**src/rtl/rr_handshake_arbiter.sv**
```systemverilog
// Round-robin arbiter for 4-phase req/gnt handshakes with a return-to-zero gap between grants.
// Optional grant revocation after TIMEOUT cycles is compiled in with `define RR_ARB_TIMEOUT_EN.
module rr_handshake_arbiter #(
  parameter int unsigned N       = 4,
  parameter int unsigned TIMEOUT = 16
) (
  input  logic         clk,
  input  logic         rst,
  input  logic [N-1:0] req,
  output logic [N-1:0] gnt,
  output logic [2:0]   owner,
  output logic         busy,
  output logic         timeout
);

  if (N < 2 || N > 8 || TIMEOUT < 1 || TIMEOUT > 255) begin : g_bad_param
    $error("rr_handshake_arbiter: N must be 2..8 and TIMEOUT 1..255");
  end

  typedef enum logic [1:0] {IDLE, GRANT, RELEASE, REVOKE} state_t;

  state_t       state, state_n;
  logic [2:0]   ptr, ptr_n, owner_n, sel;
  logic [N-1:0] gnt_n;
  logic         busy_n, timeout_n, found, req_owner;

`ifdef RR_ARB_TIMEOUT_EN
  logic [7:0] cnt, cnt_n;
  logic       cnt_hit;
  assign cnt_hit = ({1'b0, cnt} + 9'd1) >= 9'(TIMEOUT);
`endif

  // First requester at or above ptr, wrapping; inner index kept constant per unrolled step.
  always_comb begin
    found = 1'b0;
    sel   = '0;
    for (int unsigned i = 0; i < N; i++) begin
      for (int unsigned j = 0; j < N; j++) begin
        if (!found && req[j] && (j == (32'(ptr) + i) % N)) begin
          found = 1'b1;
          sel   = 3'(j);
        end
      end
    end
  end

  always_comb begin
    req_owner = 1'b0;
    for (int unsigned j = 0; j < N; j++) begin
      if (3'(j) == owner) req_owner = req[j];
    end
  end

  always_comb begin
    state_n   = state;
    gnt_n     = gnt;
    owner_n   = owner;
    ptr_n     = ptr;
    busy_n    = busy;
    timeout_n = 1'b0;
`ifdef RR_ARB_TIMEOUT_EN
    cnt_n     = cnt;
`endif
    case (state)
      IDLE: begin
        gnt_n  = '0;
        busy_n = 1'b0;
        if (found) begin
          for (int unsigned j = 0; j < N; j++) gnt_n[j] = (3'(j) == sel);
          owner_n = sel;
          ptr_n   = (sel == 3'(N - 1)) ? 3'd0 : sel + 3'd1;
          busy_n  = 1'b1;
          state_n = GRANT;
`ifdef RR_ARB_TIMEOUT_EN
          cnt_n   = '0;
`endif
        end
      end
      GRANT: begin
        // A release seen on the same edge as the limit wins over revocation.
        if (!req_owner) begin
          gnt_n   = '0;
          busy_n  = 1'b0;
          state_n = RELEASE;
        end
`ifdef RR_ARB_TIMEOUT_EN
        else if (cnt_hit) begin
          gnt_n     = '0;
          timeout_n = 1'b1;
          state_n   = REVOKE;
        end else begin
          cnt_n = cnt + 8'd1;
        end
`endif
      end
      RELEASE: begin
        gnt_n   = '0;
        busy_n  = 1'b0;
        state_n = IDLE;
      end
      REVOKE: begin
        gnt_n = '0;
`ifdef RR_ARB_TIMEOUT_EN
        if (!req_owner) begin
          busy_n  = 1'b0;
          state_n = RELEASE;
        end
`else
        busy_n  = 1'b0;
        state_n = IDLE;
`endif
      end
      default: begin
        gnt_n   = '0;
        busy_n  = 1'b0;
        state_n = IDLE;
      end
    endcase
  end

  always_ff @(posedge clk or negedge rst) begin
    if (!rst) begin
      state   <= IDLE;
      gnt     <= '0;
      owner   <= '0;
      ptr     <= '0;
      busy    <= 1'b0;
      timeout <= 1'b0;
    end else begin
      state   <= state_n;
      gnt     <= gnt_n;
      owner   <= owner_n;
      ptr     <= ptr_n;
      busy    <= busy_n;
      timeout <= timeout_n;
    end
  end

`ifdef RR_ARB_TIMEOUT_EN
  always_ff @(posedge clk or negedge rst) begin
    if (!rst) cnt <= '0;
    else      cnt <= cnt_n;
  end
`endif

endmodule

```
**config.mk**
```make
export PLATFORM = sky130hd
export DESIGN_NAME = rr_handshake_arbiter
export DESIGN_NICKNAME = d
export VERILOG_FILES = /design/src/rtl/rr_handshake_arbiter.sv
export SDC_FILE = /design/constraint.sdc
export NUM_CORES = 1
export LEC_CHECK = 0
export BUFFER_PORTS_ARGS = -buffer_cell sky130_fd_sc_hd__clkbuf_2
export CAP_MARGIN = 25
export CELL_PAD_IN_SITES_DETAIL_PLACEMENT = 0
export CELL_PAD_IN_SITES_GLOBAL_PLACEMENT = 1
export CORE_MARGIN = 2
export CORE_UTILIZATION = 39
export CTS_CLUSTER_SIZE = 24
export DETAILED_ROUTE_END_ITERATION = 10
export MAX_ROUTING_LAYER = met4
export PLACE_DENSITY = 0.87
export SLEW_MARGIN = 15
export SYNTH_ARGS = -nofsm -noshare
export SYNTH_HDL_FRONTEND = slang
export SYNTH_SLANG_ARGS = --single-unit
```
**constraint.sdc**
```tcl
create_clock -name clk -period 1.9 [get_ports clk]
set_clock_uncertainty 0.1 [all_clocks]
set_input_delay 0.095 -clock clk [delete_from_list [all_inputs] [get_ports clk]]
set_output_delay 0.095 -clock clk [all_outputs]
set_load 0.05 [all_outputs]
```
# Word-level counts from Yosys, hierarchy flattened
# Cells that the tools add are included.
[totals]
register_bits = 12
latchBits = 0
mem_bits_rw = 0
romBits = 0
input_bits = 6
mem_count = 0
[op_classes]
addsub = 4
n_mul = 0
div_mod_pow = 0
n_lt_le_gt_ge = 0
n_eq_ne = 24
shift = 0
n_mux = 45
bitwise_logic = 0
reduce_logical = 56
[ops]
columns = ["cell", "count"]
rows = [
  ["$logic_not 32->1", 4],
  ["$mux 3", 13],
  ["$logic_and 1x1->1", 31],
  ["$mux 1", 23],
  ["$eq 2x2->1 const A", 8],
  ["$logic_not 1->1", 15],
  ["$eq 2x3->1 const A", 4],
  ["$pmux 4 s3", 1],
  ["$eq 1x2->1 const A", 4],
  ["$mux 2", 4],
  ["$mux 4", 2],
  ["$eq 1x3->1 const A", 2],
  ["$logic_not 3->1", 2],
  ["$pmux 2 s3", 1],
  ["$add 2x1->2 const B", 2],
  ["$add 2x2->2 const B", 2],
  ["$eq 2x2->1 const B", 2],
  ["$ne 2x2->1 const B", 2],
  ["$reduce_and 2->1", 2],
  ["$eq 3x2->1 const B", 1],
  ["$pmux 1 s3", 1],
  ["$eq 2x1->1 const B", 1],
  ["$logic_not 2->1", 1],
  ["$reduce_or 2->1", 1],
]

# Depth between registers and ports, before layout
# Gate-level depths: netlist (run 1).
[logic_depth]
ltp_word = 66
ltp_mapped = 5
depth_no_buf = 5

# Least setup slack after synthesis (run 1)
# Ideal clock, no wire load.
[synth_timing]
path_kind = "reg2reg"
startpoint = "register owner[0]"
endpoint = "register state[0]"
setup_time_ns = 0.124
arrival_time_ns = 1.689
required_ns = 1.676
slack_ns = -0.013
stages_incl_launch_ff = 5
n_path_buf = 1
period_less_slack_ns = 1.913
cell_sequence = "dfrtp_1 -> mux4_2 -> and3b_1 -> buf_6 -> or2_1"
[synth_via]
elab_chain_len = 7
elab_cells_between_ends = 10
cone_classes = "4 x eq/ne; 4 x mux; 2 x reduce/logical"
[synth_lines]
columns = ["element", "line_no", "source"]
rows = [
  ["from (decl)", "11", "output logic [2:0] owner,"],
  ["from (signal assigned)", "132", "owner <= owner_n;"],
  ["$logic_not 3->1", "50", "if (3'(j) == owner) req_owner = req[j];"],
  ["$mux 1 (3 in series)", "50", ""],
  ["$mux 1 (*)", "50", ""],
  ["$ne 2x2->1 (no line) (*)", "--", ""],
  ["$reduce_and 2->1 (no line) (*)", "--", ""],
  ["to (signal assigned)", "130", "state <= state_n;"],
  ["to (decl)", "22", "state_t state, state_n;"],
]
# Mark *: on every way between the ends. The rest lies on a longest branch, timed or not.
# A chain may end at the register's enable or synchronous reset.

# Final worst setup path (run 1)
[layout_timing]
startpoint = "register ptr[1]"
endpoint = "register gnt[2]"
[layout_via]
elab_chain_len = 66
elab_cells_between_ends = 99
cone_classes = "3 x add/sub; 13 x eq/ne; 33 x mux; 50 x reduce/logical"
[layout_lines]
columns = ["element", "line_no", "source"]
rows = [
  ["from (decl)", "23", "logic [2:0] ptr, ptr_n, owner_n, sel;"],
  ["from (signal assigned)", "133", "ptr <= ptr_n;"],
  ["$logic_not 32->1", "39", "if (!found && req[j] && (j == (32'(ptr) + i) % N)) begin"],
  ["$logic_and 1x1->1", "39", ""],
  ["$mux 1", "39", ""],
  ["$logic_not 1->1", "39", ""],
  ["$logic_and 1x1->1 (2 in series)", "39", ""],
  ["$mux 1", "39", ""],
  ["$logic_not 1->1", "39", ""],
  ["$logic_and 1x1->1 (2 in series)", "39", ""],
  ["[... 46 more ...]", "--", ""],
  ["$logic_and 1x1->1 (2 in series)", "39", ""],
  ["$mux 1", "39", ""],
  ["$logic_not 1->1", "39", ""],
  ["$logic_and 1x1->1 (2 in series)", "39", ""],
  ["$mux 3", "39", ""],
  ["$eq 2x3->1", "69", "for (int unsigned j = 0; j < N; j++) gnt_n[j] = (3'(j) == sel);"],
  ["$mux 4 (*)", "68", "if (found) begin"],
  ["$pmux 4 s3 (*)", "64", "case (state)"],
  ["to (signal assigned)", "131", "gnt <= gnt_n;"],
  ["to (decl)", "10", "output logic [N-1:0] gnt,"],
]
# Marks and branches as above.

==> results of run 1 <==
-- final cells by class --
class                           instances  area [µm²]  share of cell area [%]
Inverter                                1        3.75                   0.503
Tap cell                               16        20.0                    2.68
Timing Repair Buffer                   13        70.1                    9.40
Clock buffer                            4        26.3                    3.52
Multi-Input combinational cell         44         348                    46.6
Sequential cell                        11         278                    37.2
-- Yosys cell counts (all sizes together) --
library cell,number
a21boi,2
nor3b,1
nand4b,1
conb,1
o21ai,1
mux2,1
nor4,1
nand2,2
buf,3
a21o,2
o31ai,1
nor3,3
o41ai,1
or2,1
dfrtp,11
nand2b,2
nor2,3
a31o,1
a22o,4
or4,1
o22ai,1
a31oi,1
ha,4
mux4,1
or3,2
o21ba,1
and3b,2
a21oi,2
inv,1
-- worst max-delay path, cell delays in order, from the launching register on --
cell,delay [ns]
dfrtp_2,0.46
a21boi_1,0.20
nor2_1,0.07
or3_1,0.40
ha_1,0.22
a22o_2,0.23
-- cell families after synthesis --
group                      count (synthesis)  share of synthesized area (%)
and+or+nand+nor                           19                           18.3
AOI/OAI and AO/OA                         17                           20.8
DFF                                       11                           42.7
buffers and inverters                      4                           4.66
adders and majority gates                  4                           7.77
muxes                                      2                           5.24
other                                      1                          0.582
-- through the flow --
stage | instance area, µm² | util [%]
after CTS | 739 | 48.5
final | 746 | 48.9
after global routing | 746 | 48.9
after detailed placement | 703 | 46.1
after global placement | 703 | 46.1
after floorplan | 649 | -
-- what timing repair did --
| action | in CTS | in global routing |
|---|---|---|
| buffers inserted | 0 | 0 |
| hold buffers | 1 | 0 |
| gates resized for setup | 0 | 4 |
| hold endpoints to repair | 11 | 0 |
| setup endpoints to repair | 0 | 4 |
-- path summary, 6_finish.rpt --
path	cells past startpoint	slack, ns	endpoint
max	5	0.10	gnt[2]
min	2	0.12	gnt[3]
max reg2reg	5	0.10	gnt[2]
min reg2reg	1	0.38	busy
max in group asynchronous	2	1.35	owner[0]
min in group clk	3	0.17	ptr[0]
-- power groups by stage --
stage,logic (W),registers (W),clock network [W]
2_1_floorplan,0.000361,0.000673,0
3_3_place_gp,0.000721,0.000450,0
3_5_place_dp,0.000726,0.000454,0
4_1_cts,0.000735,0.000452,0.000170
5_1_grt,0.000803,0.000472,0.000184
6_report,0.000735,0.000457,0.000168
-- metal layers --
layer	vias to the layer above	global-route usage [%]	wire [µm]
met5	-	-	0
met4	0	7.27	19
met3	3	3.67	44
met2	12	22.9	661
met1	270	23.0	584
li1	246	-	-
-- registers in the layout, indices dropped and copies added (netlist names) --
name,flops
gnt,4
owner,2
ptr,2
state,2
busy,1
==> metrics.txt, run 1 <==
Placed Instances 84; CTS sink cnt 11; Die X 44.6 µm; Total Routed Length 1310 µm; CTS tree done; Crit Path Class reg2reg; pre-CTS WS 0.0454 ns; layout cells sized above 1 38.4%; CP max FO 8; initial core utilization 42.3%; vias per cell 5.97; max-cap violation count 0; power density cells 1820 mW/mm²; cell taking the most area after synthesis dfrtp_1; RR Startpoint ptr[1]; DRT iter0 DRCs 8; sequential-to-total area share from yosys stat 42.7%; Seq pwr share 33.6%; switching power total 0.000670 W; post-synth top area share 42.7%; Worst Tran Pin Value 0.608 ns; number of CTS-inserted buffers 3; grt ovf 0; Post-Syn Area 644 µm²; Clk pin slew, worst setup/hold paths 0.08 ns; Fin Hold WS 0.117 ns; crit path launch type flip-flop; Yosys reg bits 11; Clock Path Buffers 2; top post-synthesis cells by area dfrtp_1 (43%), ha_1 (7.8%), a22o_2 (6.2%); vias in the first global route 490; final hold violations 0; ANT cells 0; peak supply drop 0.878 mV; Mean Syn Cell Area 11.1 µm²; Min Clock Period, post-route 1.80 ns; boundary pin count 15; overall power 0.00136 W; final setup fails 0; Pre-antenna DRT Iters 4; post-route ant nets 0; clk root buf clkbuf_4; Peak Freq 0.556 GHz; Layout Nets 84; clock share of power 12.4%; port buffer count 12; data required time at the worst endpoint 1.96 ns; number of fillers in the final layout 144; clk_lat worst skew 0.28 ns; routed length per instance 14.7 µm; internal power 0.000690 W; Yosys cell types 32; commonest non-fill, non-tap cell in the layout clkbuf_2; core area 0.00152 mm²; post-route insts no fill 89; Gate power share 54.0%; initial antenna violation count 0; RSZ-0062 raised after global routing no; Crit path arrival time 1.86 ns; commonest cells after routing, fill and taps aside clkbuf_2 (12), dfrtp_1 (9), a22o_2 (4), ha_1 (4); Sw Share 49.3%; Hold Crit Class in2async; Pleak 0.359 nW; Total GRT Usage 16.6%; die area 0.00199 mm²; Setup crit start ptr[1]; Yosys warning total 0; Post-Syn Instances 58; H-tree levels 1; HPWL after DPL 917 µm; GP Congestion 0.839; Die H 44.6 µm; Setup TNS Final 0 ns; DR DRC count 0; Site Rows 14; fin. max-slew vios 0; first-pass GRT wire length 2300 µm; Worst slew margin 59.2%; via count 531; slack of the critical path 0.102 ns; largest net degree at the start of global routing 12; critical path capture point type flip-flop; Syn-to-layout area delta 15.7%; status finished, final reports clean; Final period util 94.6%
(Power assumes the default switching activity.)
==> inputs of run 2 (changes only) <==
--- a/config.mk
+++ b/config.mk
@@ -9,7 +9,6 @@
 export CAP_MARGIN = 25
 export CELL_PAD_IN_SITES_DETAIL_PLACEMENT = 0
 export CELL_PAD_IN_SITES_GLOBAL_PLACEMENT = 1
-export CORE_MARGIN = 2
 export CORE_UTILIZATION = 39
 export CTS_CLUSTER_SIZE = 24
 export DETAILED_ROUTE_END_ITERATION = 10
==> metrics.txt, run 2 (synthesized netlist as in run 1, its figures left out) <==
CP max FO 8; via count 508; clk_lat worst skew 0.27 ns; initial antenna violation count 0; Total GRT Usage 15.9%; Clk pin slew, worst setup/hold paths 0.07 ns; overall power 0.00135 W; power density cells 1810 mW/mm²; Hold Crit Class in2async; Clock Path Buffers 2; port buffer count 12; switching power total 0.000653 W; peak supply drop 0.843 mV; Site Rows 14; first-pass GRT wire length 2060 µm; boundary pin count 15; Seq pwr share 33.1%; number of fillers in the final layout 139; Placed Instances 85; Fin Hold WS 0.136 ns; final std cell area, no fill 747 µm²; Min Clock Period, post-route 1.80 ns; Final period util 94.7%; grt ovf 0; clk root buf clkbuf_4; Total Routed Length 1210 µm; met2 wire length 576 µm; CTS tree done; clock share of power 12.2%; vias per cell 5.64; H-tree levels 1; status finished, final reports clean; HPWL after DPL 918 µm; largest net degree at the start of global routing 12; Layout Nets 85; GP Congestion 0.826; RSZ-0062 raised after global routing no; commonest cells after routing, fill and taps aside clkbuf_2 (12), dfrtp_1 (10), a22o_2 (4), ha_1 (4); met3 wire len 55 µm; max-cap violation count 0; Die H 42.6 µm; Pleak 0.363 nW; ANT cells 0; Reg with most FFs gnt; DRT iter0 DRCs 7; vias in the first global route 466; CTS sink cnt 11; top sig layer met4; crit path launch type flip-flop; die area 0.00182 mm²; commonest non-fill, non-tap cell in the layout clkbuf_2; Crit path arrival time 1.87 ns; Pre-antenna DRT Iters 3; met1 wire length 560 µm; data required time at the worst endpoint 1.97 ns; initial core utilization 42.3%; routed length per instance 13.4 µm; Sw Share 48.3%; post-route insts no fill 90; Die X 42.6 µm; layout cells sized above 1 36.5%; Crit Path Class reg2reg; DR DRC count 0; postcts setup bufs 0; post-route ant nets 0; Syn-to-layout area delta 15.9%; max reg flops 4; Setup TNS Final 0 ns; core area 0.00152 mm²; final hold violations 0; Placed Area 711 µm²; critical path capture point type flip-flop; final setup fails 0; internal power 0.000699 W; fin. max-slew vios 0; Gate power share 54.7%; number of CTS-inserted buffers 3; Peak Freq 0.556 GHz
[run 2: changes by cell type in the layout (fill, tap and decap cells not counted)]
cell | before | now
nor3_1 | 1 | 2
buf_4 | 0 | 1
dfrtp_1 | 9 | 10
o21ai_1 | 1 | 0
nor3_2 | 2 | 1
o21ai_0 | 0 | 1
dfrtp_2 | 2 | 1
[run 2: stage by stage]
stage                     setup slack (ns)  utilization [%]
final                                0.100             49.0
after global routing                0.0181             49.0
after CTS                           0.0341             49.0
after detailed placement            0.0473             46.6
after global placement               0.104             46.6
after floorplan                      0.134                -
[run 2: cell type report]
class | count | area [µm²] | area share (%)
clock buffer | 4 | 26.3 | 3.52
tap | 16 | 20.0 | 2.68
sequential | 11 | 277 | 37.0
timing repair buffer | 14 | 77.6 | 10.4
multi-input combinational | 44 | 343 | 45.9
inverter | 1 | 3.75 | 0.503
[run 2: critical path: stages (launching register included)]
cell and delay (ns):
dfrtp_1 0.45, a21boi_1 0.22, nor2_1 0.07, or3_1 0.40, ha_1 0.22, a22o_2 0.23
[run 2: worst paths after layout]
check | slack, ns | cells after the start | start | to
setup / recovery | 0.10 | 5 | ptr[1] | gnt[2]
max in group asynchronous | 1.33 | 2 | rst | owner[0]
min in group clk | 0.17 | 3 | req[3] | ptr[0]
hold / removal | 0.14 | 2 | rst | gnt[1]
setup reg to reg | 0.10 | 5 | ptr[1] | gnt[2]
hold reg to reg | 0.38 | 1 | busy | busy
[run 2: power by group through the flow]
stage	Clock [W]	Combinational, W	Sequential, W
after CTS	0.000168	0.000745	0.000448
after global placement	0	0.000742	0.000447
after detailed placement	0	0.000742	0.000453
final	0.000164	0.000740	0.000448
after global routing	0.000182	0.000794	0.000469
after floorplan	0	0.000361	0.000673
[run 2: layer usage]
metal,GRT usage (%),vias up
li1,-,249
met5,-,-
met3,3.88,4
met2,22.7,10
met4,7.50,0
met1,21.0,245
[run 2: timing repair]
item                                   4_1_cts  5_1_grt
endpoints found under the hold margin       11        0
setup endpoints to repair                    0        3
resized for setup                            0        1
hold buffers                                 1        0
==> inputs of run 3 (changes only) <==
--- a/config.mk
+++ b/config.mk
@@ -5,7 +5,7 @@
 export SDC_FILE = /design/constraint.sdc
 export NUM_CORES = 1
 export LEC_CHECK = 0
-export BUFFER_PORTS_ARGS = -buffer_cell sky130_fd_sc_hd__clkbuf_2
+export BUFFER_PORTS_ARGS = -buffer_cell sky130_fd_sc_hd__buf_2
 export CAP_MARGIN = 25
 export CELL_PAD_IN_SITES_DETAIL_PLACEMENT = 0
 export CELL_PAD_IN_SITES_GLOBAL_PLACEMENT = 1
==> metrics.txt, run 3 (synthesized netlist as in run 1, its figures left out) <==
status finished, final reports clean; CTS tree done; data required time at the worst endpoint 1.97 ns; layout cells sized above 1 39.2%; commonest non-fill, non-tap cell in the layout buf_2; Layout Nets 85; Setup TNS Final 0 ns; Pre-antenna DRT Iters 4; vias in the first global route 470; Hold Crit Class in2async; peak supply drop 0.808 mV; first-pass GRT wire length 2120 µm; critical path capture point type flip-flop; switching power total 0.000668 W; final hold violations 0; max-cap violation count 0; ANT cells 0; Seq pwr share 33.4%; grt ovf 0; Clock Path Buffers 2; Site Rows 14; Peak Freq 0.561 GHz; CP max FO 8; routed length per instance 14.5 µm; Reg with most FFs gnt; crit path launch type flip-flop; number of CTS-inserted buffers 3; CP max stage delay 0.46 ns; clock share of power 12.3%; via count 504; slowest stage cell on the critical path dfrtp_2; Syn-to-layout area delta 16.7%; Total Routed Length 1300 µm; Layout Utilization 49.3%; Die X 42.6 µm; clk root buf clkbuf_4; worst path cell trace nand4b_1, o21ai_0, or3_1, ha_1, a22o_2; internal power 0.000704 W; Min Clock Period, post-route 1.78 ns; Clk pin slew, worst setup/hold paths 0.07 ns; Final period util 93.7%; HPWL after DPL 948 µm; core area 0.00152 mm²; die area 0.00182 mm²; max reg flops 4; H-tree levels 1; DRT iter0 DRCs 7; Pleak 0.364 nW; initial antenna violation count 0; Total GRT Usage 16.7%; boundary pin count 15; port buffer count 12; RSZ-0062 raised after global routing no; Die H 42.6 µm; vias per cell 5.60; fin. max-slew vios 0; largest net degree at the start of global routing 12; power density cells 1830 mW/mm²; Crit path arrival time 1.85 ns; DR DRC count 0; final setup fails 0; commonest cells after routing, fill and taps aside buf_2 (12), dfrtp_1 (9), a22o_2 (4), ha_1 (4); clk_lat worst skew 0.28 ns; CTS sink cnt 11; initial core utilization 42.3%; GP Congestion 0.851; Sw Share 48.7%; post-route ant nets 0; Crit Path Class reg2reg; Gate power share 54.3%
run 3: changes by cell type in the layout (fill, tap and decap cells not counted):
| cell | delta |
|---|---|
| buf_2 | +12 |
| clkbuf_2 | -12 |
| a21boi_1 | -1 |
| a21boi_2 | +1 |
| dfrtp_1 | -1 |
| dfrtp_2 | +1 |
run 3: worst paths after layout:
check,depth (start not counted),slack [ns],to,startpoint
setup / recovery,5,0.12,gnt[1],ptr[1]
hold / removal,2,0.12,gnt[1],rst
setup reg to reg,5,0.12,gnt[1],ptr[1]
hold reg to reg,1,0.39,busy,busy
max in group asynchronous,2,1.36,owner[0],rst
min in group clk,3,0.14,ptr[0],req[3]
run 3: per-stage QoR:
step	power, W	hold slack [ns]	setup WS [ns]	area [µm²]	instances
floorplan	0.00103	-0.301	0.134	649	59
global placement	0.00119	-0.129	0.106	711	85
detailed placement	0.00120	-0.124	0.0602	711	85
CTS	0.00137	0.107	0.0485	747	90
global route	0.00146	0.141	0.00747	752	90
finish	0.00137	0.122	0.119	752	90
run 3: layout make-up:
| type | count | area [µm²] |
|---|---|---|
| Sequential cell | 11 | 278 |
| Tap cell | 16 | 20.0 |
| Inverter | 1 | 3.75 |
| Multi-Input combinational cell | 44 | 347 |
| Clock buffer | 4 | 26.3 |
| Timing Repair Buffer | 14 | 77.6 |
| Fill cell | 162 | 772 |
run 3: critical path, delay by kind of cell (launching register included):
kind,cells,cell delay (ns)
flip-flops,1,0.46
AND/OR/NAND/NOR,2,0.55
AO/OA/AOI/OAI,2,0.36
adder cells (fa/ha/maj),1,0.20
run 3: timing repair:
action | CTS | global route
buffers inserted | 0 | 0
resized for setup | 0 | 3
endpoints found under the setup margin | 0 | 4
hold buffers | 1 | 0
hold endpoints to repair | 11 | 0
run 3: layer usage:
metal	track usage, %	up-vias	wire length, µm
met4	11.3	0	37
met2	22.4	8	584
li1	-	246	-
met5	-	-	0
met3	5.17	5	44
met1	21.3	245	637
run 3: power groups by stage:
stage	clock network (W)	registers, W	logic (W)
after CTS	0.000173	0.000449	0.000750
after global placement	0	0.000445	0.000744
after floorplan	0	0.000673	0.000361
after detailed placement	0	0.000452	0.000746
final	0.000168	0.000459	0.000745
after global routing	0.000183	0.000477	0.000801
